==> config.mk <==
export PLATFORM = sky130hd
export DESIGN_NAME = mpei_boot_loader
export DESIGN_NICKNAME = d
export VERILOG_FILES = /design/src/rtl/mpei_boot_pkg.sv /design/src/rtl/mpei_boot_spi_shift.sv /design/src/rtl/mpei_boot_loader.sv
export SDC_FILE = /design/constraint.sdc
export NUM_CORES = 1
export LEC_CHECK = 0
export BUFFER_PORTS_ARGS = -buffer_cell sky130_fd_sc_hd__buf_2
export CAP_MARGIN = 30
export CELL_PAD_IN_SITES_DETAIL_PLACEMENT = 0
export CELL_PAD_IN_SITES_GLOBAL_PLACEMENT = 1
export CORE_MARGIN = 4
export CORE_UTILIZATION = 38
export CTS_CLUSTER_SIZE = 25
export DETAILED_ROUTE_END_ITERATION = 7
export MAX_ROUTING_LAYER = met4
export PLACE_DENSITY_LB_ADDON = 0.1
export SLEW_MARGIN = 40
export SYNTH_ARGS = -nofsm -noshare
export SYNTH_HDL_FRONTEND = slang
export SYNTH_SLANG_ARGS = --single-unit
==> constraint.sdc <==
create_clock -name clk_i -period 6.7 [get_ports clk_i]
set_clock_uncertainty 0.1 [all_clocks]
set_input_delay 2.01 -clock clk_i [delete_from_list [all_inputs] [get_ports clk_i]]
set_output_delay 2.01 -clock clk_i [all_outputs]
set_load 0.03 [all_outputs]
==> src/rtl/mpei_boot_pkg.sv <==
// Shared types and constants for the MCU boot loader.
//   boot_state_e   : boot sequencer states
//   FLASH_READ_CMD : SPI flash READ opcode
//   CMD_BITS       : length of one SPI transfer (opcode + 24-bit address)
//   le_word        : reorders a word received MSB-first into little-endian
package mpei_boot_pkg;

  typedef enum logic [2:0] {
    IDLE,
    CMD,
    DATA,
    WRITE,
    CHECK,
    ERROR,
    DONE
  } boot_state_e;

  localparam logic [7:0] FLASH_READ_CMD = 8'h03;
  localparam int         CMD_BITS       = 32;

  // First flash byte lands in bits [7:0], fourth in bits [31:24].
  function automatic logic [31:0] le_word(input logic [31:0] be);
    return {be[7:0], be[15:8], be[23:16], be[31:24]};
  endfunction

endpackage

==> src/rtl/mpei_boot_spi_shift.sv <==
// 32-bit full-duplex SPI mode-0 shifter with its own SCK generator.
// Ports:
//   clk_i, rst_i : clock, asynchronous active-high reset
//   start_i      : load tx_i and start a transfer (wins over a running one)
//   tx_i         : word shifted out MSB-first on mosi_o
//   miso_i       : sampled on the clk_i edge where SCK rises
//   rx_o         : word shifted in MSB-first
//   done_o       : high in the cycle whose closing edge drops SCK for the
//                  last time; rx_o is complete in that cycle
//   sck_o, mosi_o: SPI clock (idles low) and data out
module mpei_boot_spi_shift
  import mpei_boot_pkg::*;
#(
  parameter int CLK_DIV = 2
) (
  input  logic        clk_i,
  input  logic        rst_i,
  input  logic        start_i,
  input  logic [31:0] tx_i,
  input  logic        miso_i,
  output logic [31:0] rx_o,
  output logic        done_o,
  output logic        sck_o,
  output logic        mosi_o
);

  localparam int                 DW       = (CLK_DIV > 1) ? $clog2(CLK_DIV) : 1;
  localparam logic [DW-1:0]      DIV_LOAD = DW'(CLK_DIV - 1);
  localparam int                 BW       = $clog2(CMD_BITS);
  localparam logic [BW-1:0]      BIT_LAST = BW'(CMD_BITS - 1);

  logic          r_busy;
  logic          r_sck;
  logic [DW-1:0] r_div;
  logic [BW-1:0] r_bit;
  logic [31:0]   r_tx;
  logic [31:0]   r_rx;
  logic          w_tick;

  // Half-period timer: terminal count toggles SCK and reloads.
  assign w_tick = r_busy && (r_div == '0);

  always_ff @(posedge clk_i or posedge rst_i) begin
    if (rst_i) begin
      r_busy <= 1'b0;
      r_sck  <= 1'b0;
      r_div  <= '0;
      r_bit  <= '0;
      r_tx   <= '0;
      r_rx   <= '0;
    end else if (start_i) begin
      r_busy <= 1'b1;
      r_sck  <= 1'b0;
      r_div  <= DIV_LOAD;
      r_bit  <= BIT_LAST;
      r_tx   <= tx_i;
    end else if (r_busy) begin
      if (w_tick) begin
        r_div <= DIV_LOAD;
        r_sck <= ~r_sck;
        if (!r_sck) begin
          r_rx <= {r_rx[30:0], miso_i};
        end else begin
          // MOSI advances only as SCK falls, so it is stable across the rise.
          r_tx  <= {r_tx[30:0], 1'b0};
          r_bit <= r_bit - BW'(1);
          if (r_bit == '0) r_busy <= 1'b0;
        end
      end else begin
        r_div <= r_div - DW'(1);
      end
    end
  end

  assign done_o = w_tick && r_sck && (r_bit == '0);
  assign rx_o   = r_rx;
  assign sck_o  = r_sck;
  assign mosi_o = r_tx[31];

endmodule

==> src/rtl/mpei_boot_loader.sv <==
// Boot sequencer: holds the core in reset, reads NWORD words from SPI flash
// with one continuous READ (0x03) and writes them into TCM, then releases the
// core. Optional macro BOOT_CHECKSUM_EN reads one extra word and compares it
// with the 32-bit sum of the loaded words; a mismatch keeps the core in reset.
// Ports:
//   clk_i, rst_i             : clock, asynchronous active-high reset
//   boot_en_i                : sampled in IDLE; 0 releases the core at once
//   spi_sck_o/csn_o/mosi_o/miso_i : SPI flash, mode 0
//   tcm_we_o/addr_o/wdata_o/ready_i : TCM write port, held until ready
//   core_rst_o               : core reset, high until the load completes
//   done_o, err_o            : sticky completion / checksum failure
//
// state | meaning
// IDLE  | first cycle after reset, decide boot or skip
// CMD   | shifting READ opcode + flash address
// DATA  | shifting in one word
// WRITE | TCM write pending, SPI paused with csn low
// CHECK | compare running sum with checksum word
// ERROR | checksum mismatch, core held
// DONE  | core released
module mpei_boot_loader
  import mpei_boot_pkg::*;
#(
  parameter int          NWORD      = 32,
  parameter int          TCM_AW     = 10,
  parameter logic [23:0] FLASH_BASE = 24'h000000,
  parameter int          CLK_DIV    = 2
) (
  input  logic              clk_i,
  input  logic              rst_i,
  input  logic              boot_en_i,
  output logic              spi_sck_o,
  output logic              spi_csn_o,
  output logic              spi_mosi_o,
  input  logic              spi_miso_i,
  output logic              tcm_we_o,
  output logic [TCM_AW-1:0] tcm_addr_o,
  output logic [31:0]       tcm_wdata_o,
  input  logic              tcm_ready_i,
  output logic              core_rst_o,
  output logic              done_o,
  output logic              err_o
);

  localparam logic [TCM_AW-1:0] LAST_ADDR = TCM_AW'(NWORD - 1);

  boot_state_e       r_state, w_next;
  logic              w_start;
  logic [31:0]       w_tx;
  logic [31:0]       w_rx;
  logic              w_spi_done;
  logic              w_last_word;
  logic              r_csn;
  logic              r_we;
  logic [TCM_AW-1:0] r_addr;
  logic [31:0]       r_wdata;
  logic              r_core_rst;
  logic              r_done;
`ifdef BOOT_CHECKSUM_EN
  logic              r_sum_phase;
  logic [31:0]       r_sum;
  logic [31:0]       r_chk;
  logic              r_err;
`endif

  assign w_last_word = (r_addr == LAST_ADDR);

  mpei_boot_spi_shift #(.CLK_DIV(CLK_DIV)) u_spi (
    .clk_i  (clk_i),
    .rst_i  (rst_i),
    .start_i(w_start),
    .tx_i   (w_tx),
    .miso_i (spi_miso_i),
    .rx_o   (w_rx),
    .done_o (w_spi_done),
    .sck_o  (spi_sck_o),
    .mosi_o (spi_mosi_o)
  );

  always_ff @(posedge clk_i or posedge rst_i) begin
    if (rst_i) r_state <= IDLE;
    else       r_state <= w_next;
  end

  always_comb begin
    w_next  = r_state;
    w_start = 1'b0;
    w_tx    = '0;
    case (r_state)
      IDLE: begin
        if (boot_en_i) begin
          w_next  = CMD;
          w_start = 1'b1;
          w_tx    = {FLASH_READ_CMD, FLASH_BASE};
        end else begin
          w_next = DONE;
        end
      end
      CMD: begin
        if (w_spi_done) begin
          w_next  = DATA;
          w_start = 1'b1;
        end
      end
      DATA: begin
        if (w_spi_done) begin
`ifdef BOOT_CHECKSUM_EN
          w_next = r_sum_phase ? CHECK : WRITE;
`else
          w_next = WRITE;
`endif
        end
      end
      WRITE: begin
        if (tcm_ready_i) begin
`ifdef BOOT_CHECKSUM_EN
          // After the last data word the checksum word follows.
          w_next  = DATA;
          w_start = 1'b1;
`else
          if (w_last_word) begin
            w_next = DONE;
          end else begin
            w_next  = DATA;
            w_start = 1'b1;
          end
`endif
        end
      end
`ifdef BOOT_CHECKSUM_EN
      CHECK: w_next = (r_sum == r_chk) ? DONE : ERROR;
`endif
      default: ;
    endcase
  end

  always_ff @(posedge clk_i or posedge rst_i) begin
    if (rst_i) begin
      r_csn       <= 1'b1;
      r_we        <= 1'b0;
      r_addr      <= '0;
      r_wdata     <= '0;
      r_core_rst  <= 1'b1;
      r_done      <= 1'b0;
`ifdef BOOT_CHECKSUM_EN
      r_sum_phase <= 1'b0;
      r_sum       <= '0;
      r_chk       <= '0;
      r_err       <= 1'b0;
`endif
    end else begin
      case (r_state)
        IDLE: if (boot_en_i) r_csn <= 1'b0;
        DATA: begin
          if (w_spi_done) begin
`ifdef BOOT_CHECKSUM_EN
            if (r_sum_phase) begin
              r_chk <= le_word(w_rx);
              r_csn <= 1'b1;
            end else begin
              r_we    <= 1'b1;
              r_wdata <= le_word(w_rx);
            end
`else
            r_we    <= 1'b1;
            r_wdata <= le_word(w_rx);
`endif
          end
        end
        WRITE: begin
          if (tcm_ready_i) begin
            r_we <= 1'b0;
`ifdef BOOT_CHECKSUM_EN
            r_sum <= r_sum + r_wdata;
            if (w_last_word) r_sum_phase <= 1'b1;
            else             r_addr      <= r_addr + TCM_AW'(1);
`else
            // Address stops at NWORD-1 so a full-size TCM never wraps.
            if (w_last_word) r_csn  <= 1'b1;
            else             r_addr <= r_addr + TCM_AW'(1);
`endif
          end
        end
        DONE: begin
          r_core_rst <= 1'b0;
          r_done     <= 1'b1;
        end
`ifdef BOOT_CHECKSUM_EN
        ERROR: r_err <= 1'b1;
`endif
        default: ;
      endcase
    end
  end

  assign spi_csn_o   = r_csn;
  assign tcm_we_o    = r_we;
  assign tcm_addr_o  = r_addr;
  assign tcm_wdata_o = r_wdata;
  assign core_rst_o  = r_core_rst;
  assign done_o      = r_done;
`ifdef BOOT_CHECKSUM_EN
  assign err_o       = r_err;
`else
  assign err_o       = 1'b0;
`endif

endmodule

==> results.txt <==
- Final sum of negative setup slack: 0 ns
- Global routing consumed, over all layers together, 13.2% of the routing resources.
- The synthesized design contains 97 register bits.
- The via count of the first global-routing pass is 2439.
- The worst pin sits at a relative slew slack of 44.8%.
- Simple-gate share of the synthesized area: 10.3%
- The synthesized netlist devotes 2.22% of its cell area to XOR and XNOR gates.
- STA classifies the critical path endpoint as a flip-flop.
- The final layout contains routed wiring with a total length of 6.91 mm.
- Share of total power in combinational logic: 22.3%
- Core Region: 0.00995 sq mm
- For this design the total switching power over the nets is 469 uW.
- First-pass DRT Iterations: 4
* Clock tree from TritonCTS: yes
* Arithmetic-cell share of the synthesized area counting full adders, half adders and majority gates: 0.949%
* FFs w/ async S/R, synth: 100%
* # resized after CTS: 0
- The initial antenna violation count was 0.
* Starting utilization of the core area: 39.7%
- Power density relative to cell area: 351 mW/mm^2
- Data on the critical path is required at its endpoint by 6.84 ns.
- Unrepaired setup endpoints after global routing: false
- DRC violations left: 0
- Post-cts hold buffer count: 0
- Path category of the worst min-delay check: reg -> reg
- The number of different library cells used by synthesis comes to 46.
- At the pin with the least slew margin, the transition time is 0.821 ns.
- Post-route standard cell area excluding fillers: 0.00459 sq mm
- After detailed routing, the number of vias per cell comes to 4.81.
* Post-synthesis sequential area ratio: 61.5%
- Subtracting the final worst setup slack from the clock period gives 3.45 ns.
- Synthesis handed over a netlist of 288 instances.
* Most instantiated flip-flop cell in the synthesis netlist: sky130_fd_sc_hd__dfrtp_1
* Bufs on Longest Clock Path: 2
* Post-detailed-route count of antenna-violating nets: 0
- In the final routed layout, each cell accounts on average for 14.4 um.
- Combinational family with the most area after synthesis: multiplexers
* Max-slew violation count: 0
* Maximum fanout encountered on the critical timing path: 32
* Pin count of the biggest net entering global routing: 51
- Sinks on Clock Net: 97
- After the last flow step, the layout net total stands at 350.
- Relative area change from synthesis to final layout: 16.1%
- The internal power of the cells totals 1140 uW.
* Top Ports: 54
- Share of final-layout standard cells stronger than drive strength 1: 40.9%
- Portion of total power attributed to sequential cells: 48.3%
- The worst setup path is of the in -> reg kind.
* Multiplexer area fraction after synthesis: 18.8%
- Fmax: 0.290 GHz
- The total count of hold-check failures in the final report is 0.
- The detailed router finished its first iteration with 71 violations.
- Global placer's final weighted congestion: 0.731
* Half-perimeter wire length after detailed placement: 4.49 mm
- Yosys printed 0 warnings.
- Result of the run: finished clean
- Htree depth: 3
- Setup violations remaining at the end of the flow were counted as 0.
* Mean area per synthesized cell: 13.7 sq um
* Startpoint type of the worst setup path: primary input
- Worst-path clk slew: 0.09 ns
- Syn Nets: 296
- The first global-routing pass estimated 12.2 mm of wire.
* Synth Cell Area: 0.00395 sq mm
- Leftover overflow at the end of global routing: 0
- Total placed instance area: 0.00433 sq mm
- CTS Root Cell: sky130_fd_sc_hd__clkbuf_8
- Number of I/O port buffers: 52
* Sw frac: 29.1%
- IR analysis of the VDD net gives a maximum drop of 183 uV.
- The die is 110 um wide.
* Clock group share of total power: 29.4%
* Tcrit/Tclk final: 51.5%
- The number of setup buffers added after CTS is 0.
- Data on the critical path arrives at its endpoint at 3.59 ns.
- Full die area: 0.0121 sq mm
- Counting the buffers created by CTS gives 9.
* Final antenna diode count: 0
- Synthesized-area fraction occupied by ao, oa, aoi and oai cells: 3.92%
- Std-Cell Rows: 36
- Worst-Skew Late Latency: 0.35 ns
- Measured along the y axis, the die boundary spans 110 um.
- The synthesized design contains 0 enable-type register cells.
- Count of max-cap constraint violations: 0
* Via count: 2309
* Leakage power of the design: 0.00238 uW
[power by group through the flow]
| stage | clock, uW | combinational, uW | sequential [uW] |
|---|---|---|---|
| floorplan | 0 | 305 | 784 |
| global placement | 0 | 362 | 789 |
| detailed placement | 0 | 366 | 791 |
| CTS | 494 | 368 | 778 |
| global route | 517 | 404 | 795 |
| finish | 473 | 360 | 778 |
[sequential cells by signal, indices dropped and copies added, names as in the netlist, 3 cells and up]
register,cells
tcm_addr_o,10
tcm_wdata_o,32
r_state,3
u_spi.r_bit,5
u_spi.rx_o,32
u_spi.r_tx,8
[synth_stat cells, types with 2 or more instances]
| cell type | n | area share (%) |
|---|---|---|
| sky130_fd_sc_hd__dfrtp_1 | 95 | 60 |
| sky130_fd_sc_hd__or2_2 | 3 | 0.47 |
| sky130_fd_sc_hd__xor2_1 | 6 | 1.3 |
| sky130_fd_sc_hd__buf_6 | 4 | 1.1 |
| sky130_fd_sc_hd__and3_1 | 6 | 0.95 |
| sky130_fd_sc_hd__clkbuf_1 | 5 | 0.47 |
| sky130_fd_sc_hd__o21ai_0 | 3 | 0.38 |
| sky130_fd_sc_hd__nor2b_1 | 3 | 0.47 |
| sky130_fd_sc_hd__inv_1 | 3 | 0.28 |
| sky130_fd_sc_hd__nand2b_1 | 2 | 0.32 |
| sky130_fd_sc_hd__mux2_2 | 60 | 17 |
| sky130_fd_sc_hd__mux2_1 | 5 | 1.4 |
| sky130_fd_sc_hd__a211oi_1 | 2 | 0.38 |
| sky130_fd_sc_hd__a21oi_1 | 10 | 1.3 |
| sky130_fd_sc_hd__o211a_1 | 2 | 0.51 |
| sky130_fd_sc_hd__nor2_1 | 7 | 0.66 |
| sky130_fd_sc_hd__nor3_1 | 5 | 0.63 |
| sky130_fd_sc_hd__a21o_1 | 2 | 0.38 |
| sky130_fd_sc_hd__nand2_1 | 26 | 2.5 |
| sky130_fd_sc_hd__nand3_1 | 5 | 0.63 |
| sky130_fd_sc_hd__ha_1 | 3 | 0.95 |
| sky130_fd_sc_hd__dfstp_2 | 2 | 1.3 |
| sky130_fd_sc_hd__and4_1 | 2 | 0.44 |
| sky130_fd_sc_hd__xnor2_1 | 4 | 0.89 |
| sky130_fd_sc_hd__buf_2 | 2 | 0.25 |
[path summary, 6_finish.rpt]
path                               start               to  slack [ns]  depth (start not counted)
min in group asynchronous          rst_i   tcm_wdata_o[2]        1.63                          2
min reg2reg                   core_rst_o       core_rst_o        0.38                          1
max reg2reg                tcm_addr_o[0]   u_spi.rx_o[10]        3.94                          6
max in group asynchronous          rst_i  tcm_wdata_o[12]        3.84                          3
max                          tcm_ready_i   u_spi.rx_o[10]        3.25                          6
min                           core_rst_o       core_rst_o        0.38                          1
[worst max-delay path, cell delays in order]
cell                      delay (ns)
sky130_fd_sc_hd__buf_2          0.11
sky130_fd_sc_hd__and4b_1        0.23
sky130_fd_sc_hd__o31a_1         0.23
sky130_fd_sc_hd__nor3_4         0.20
sky130_fd_sc_hd__buf_4          0.41
sky130_fd_sc_hd__mux2_2         0.38
[placed cells by master (no fill, tap or decap), drive strengths merged, types with 2 or more instances in the layout]
| cell type | netlist | routed |
|---|---|---|
| a21oi | 10 | 10 |
| nand2 | 26 | 26 |
| dfstp | 2 | 2 |
| ha | 3 | 3 |
| nand2b | 2 | 2 |
| buf | 7 | 55 |
| xnor2 | 4 | 4 |
| nand3 | 5 | 5 |
| nor2 | 7 | 7 |
| and3 | 6 | 6 |
| a21o | 2 | 2 |
| nor3 | 6 | 6 |
| o211a | 2 | 2 |
| nor2b | 3 | 3 |
| clkbuf | 5 | 11 |
| o21ai | 3 | 3 |
| and4 | 2 | 2 |
| inv | 3 | 5 |
| mux2 | 65 | 65 |
| dfrtp | 95 | 95 |
| bufinv | 0 | 3 |
| or2 | 3 | 3 |
| xor2 | 6 | 6 |
| a211oi | 2 | 2 |
[routing by layer]
| layer | vias to the layer above | global-route usage [%] | part of all wire (%) |
|---|---|---|---|
| met5 | - | - | 0 |
| met4 | 0 | 3.74 | 1.1 |
| met1 | 1142 | 17.7 | 49 |
| li1 | 1117 | - | - |
| met2 | 43 | 19.2 | 46 |
| met3 | 7 | 4.37 | 4.8 |
[per-stage QoR]
step / hold WS [ns] / utilization [%] / instances / total power (uW) / setup slack, ns
detailed placement: 0.367 / 43.5 / 464 / 1160 / 2.87
global placement: 0.344 / 43.5 / 464 / 1150 / 2.89
CTS: 0.387 / 46.1 / 480 / 1640 / 3.25
floorplan: 0.352 / - / 288 / 1090 / 2.06
finish: 0.381 / 46.1 / 480 / 1610 / 3.25
global route: 0.401 / 46.1 / 480 / 1720 / 3.18
[layout make-up]
class,count,area (sq um)
Fill cell,937,5370
Sequential cell,97,2430
Multi-Input combinational cell,176,1440
Timing Repair Buffer,55,283
Tap cell,133,166
Clock buffer,11,151
Clock inverter,5,108
Inverter,3,13.8
[cell families after synthesis]
family,count (synthesis)
DFF,97
and+or+nand+nor,72
muxes,66
AOI/OAI and AO/OA,24
buffers and inverters,15
xor gates and xnor gates,10
adders and majority gates,3
other,1
Power figures use the tool's default switching activity.
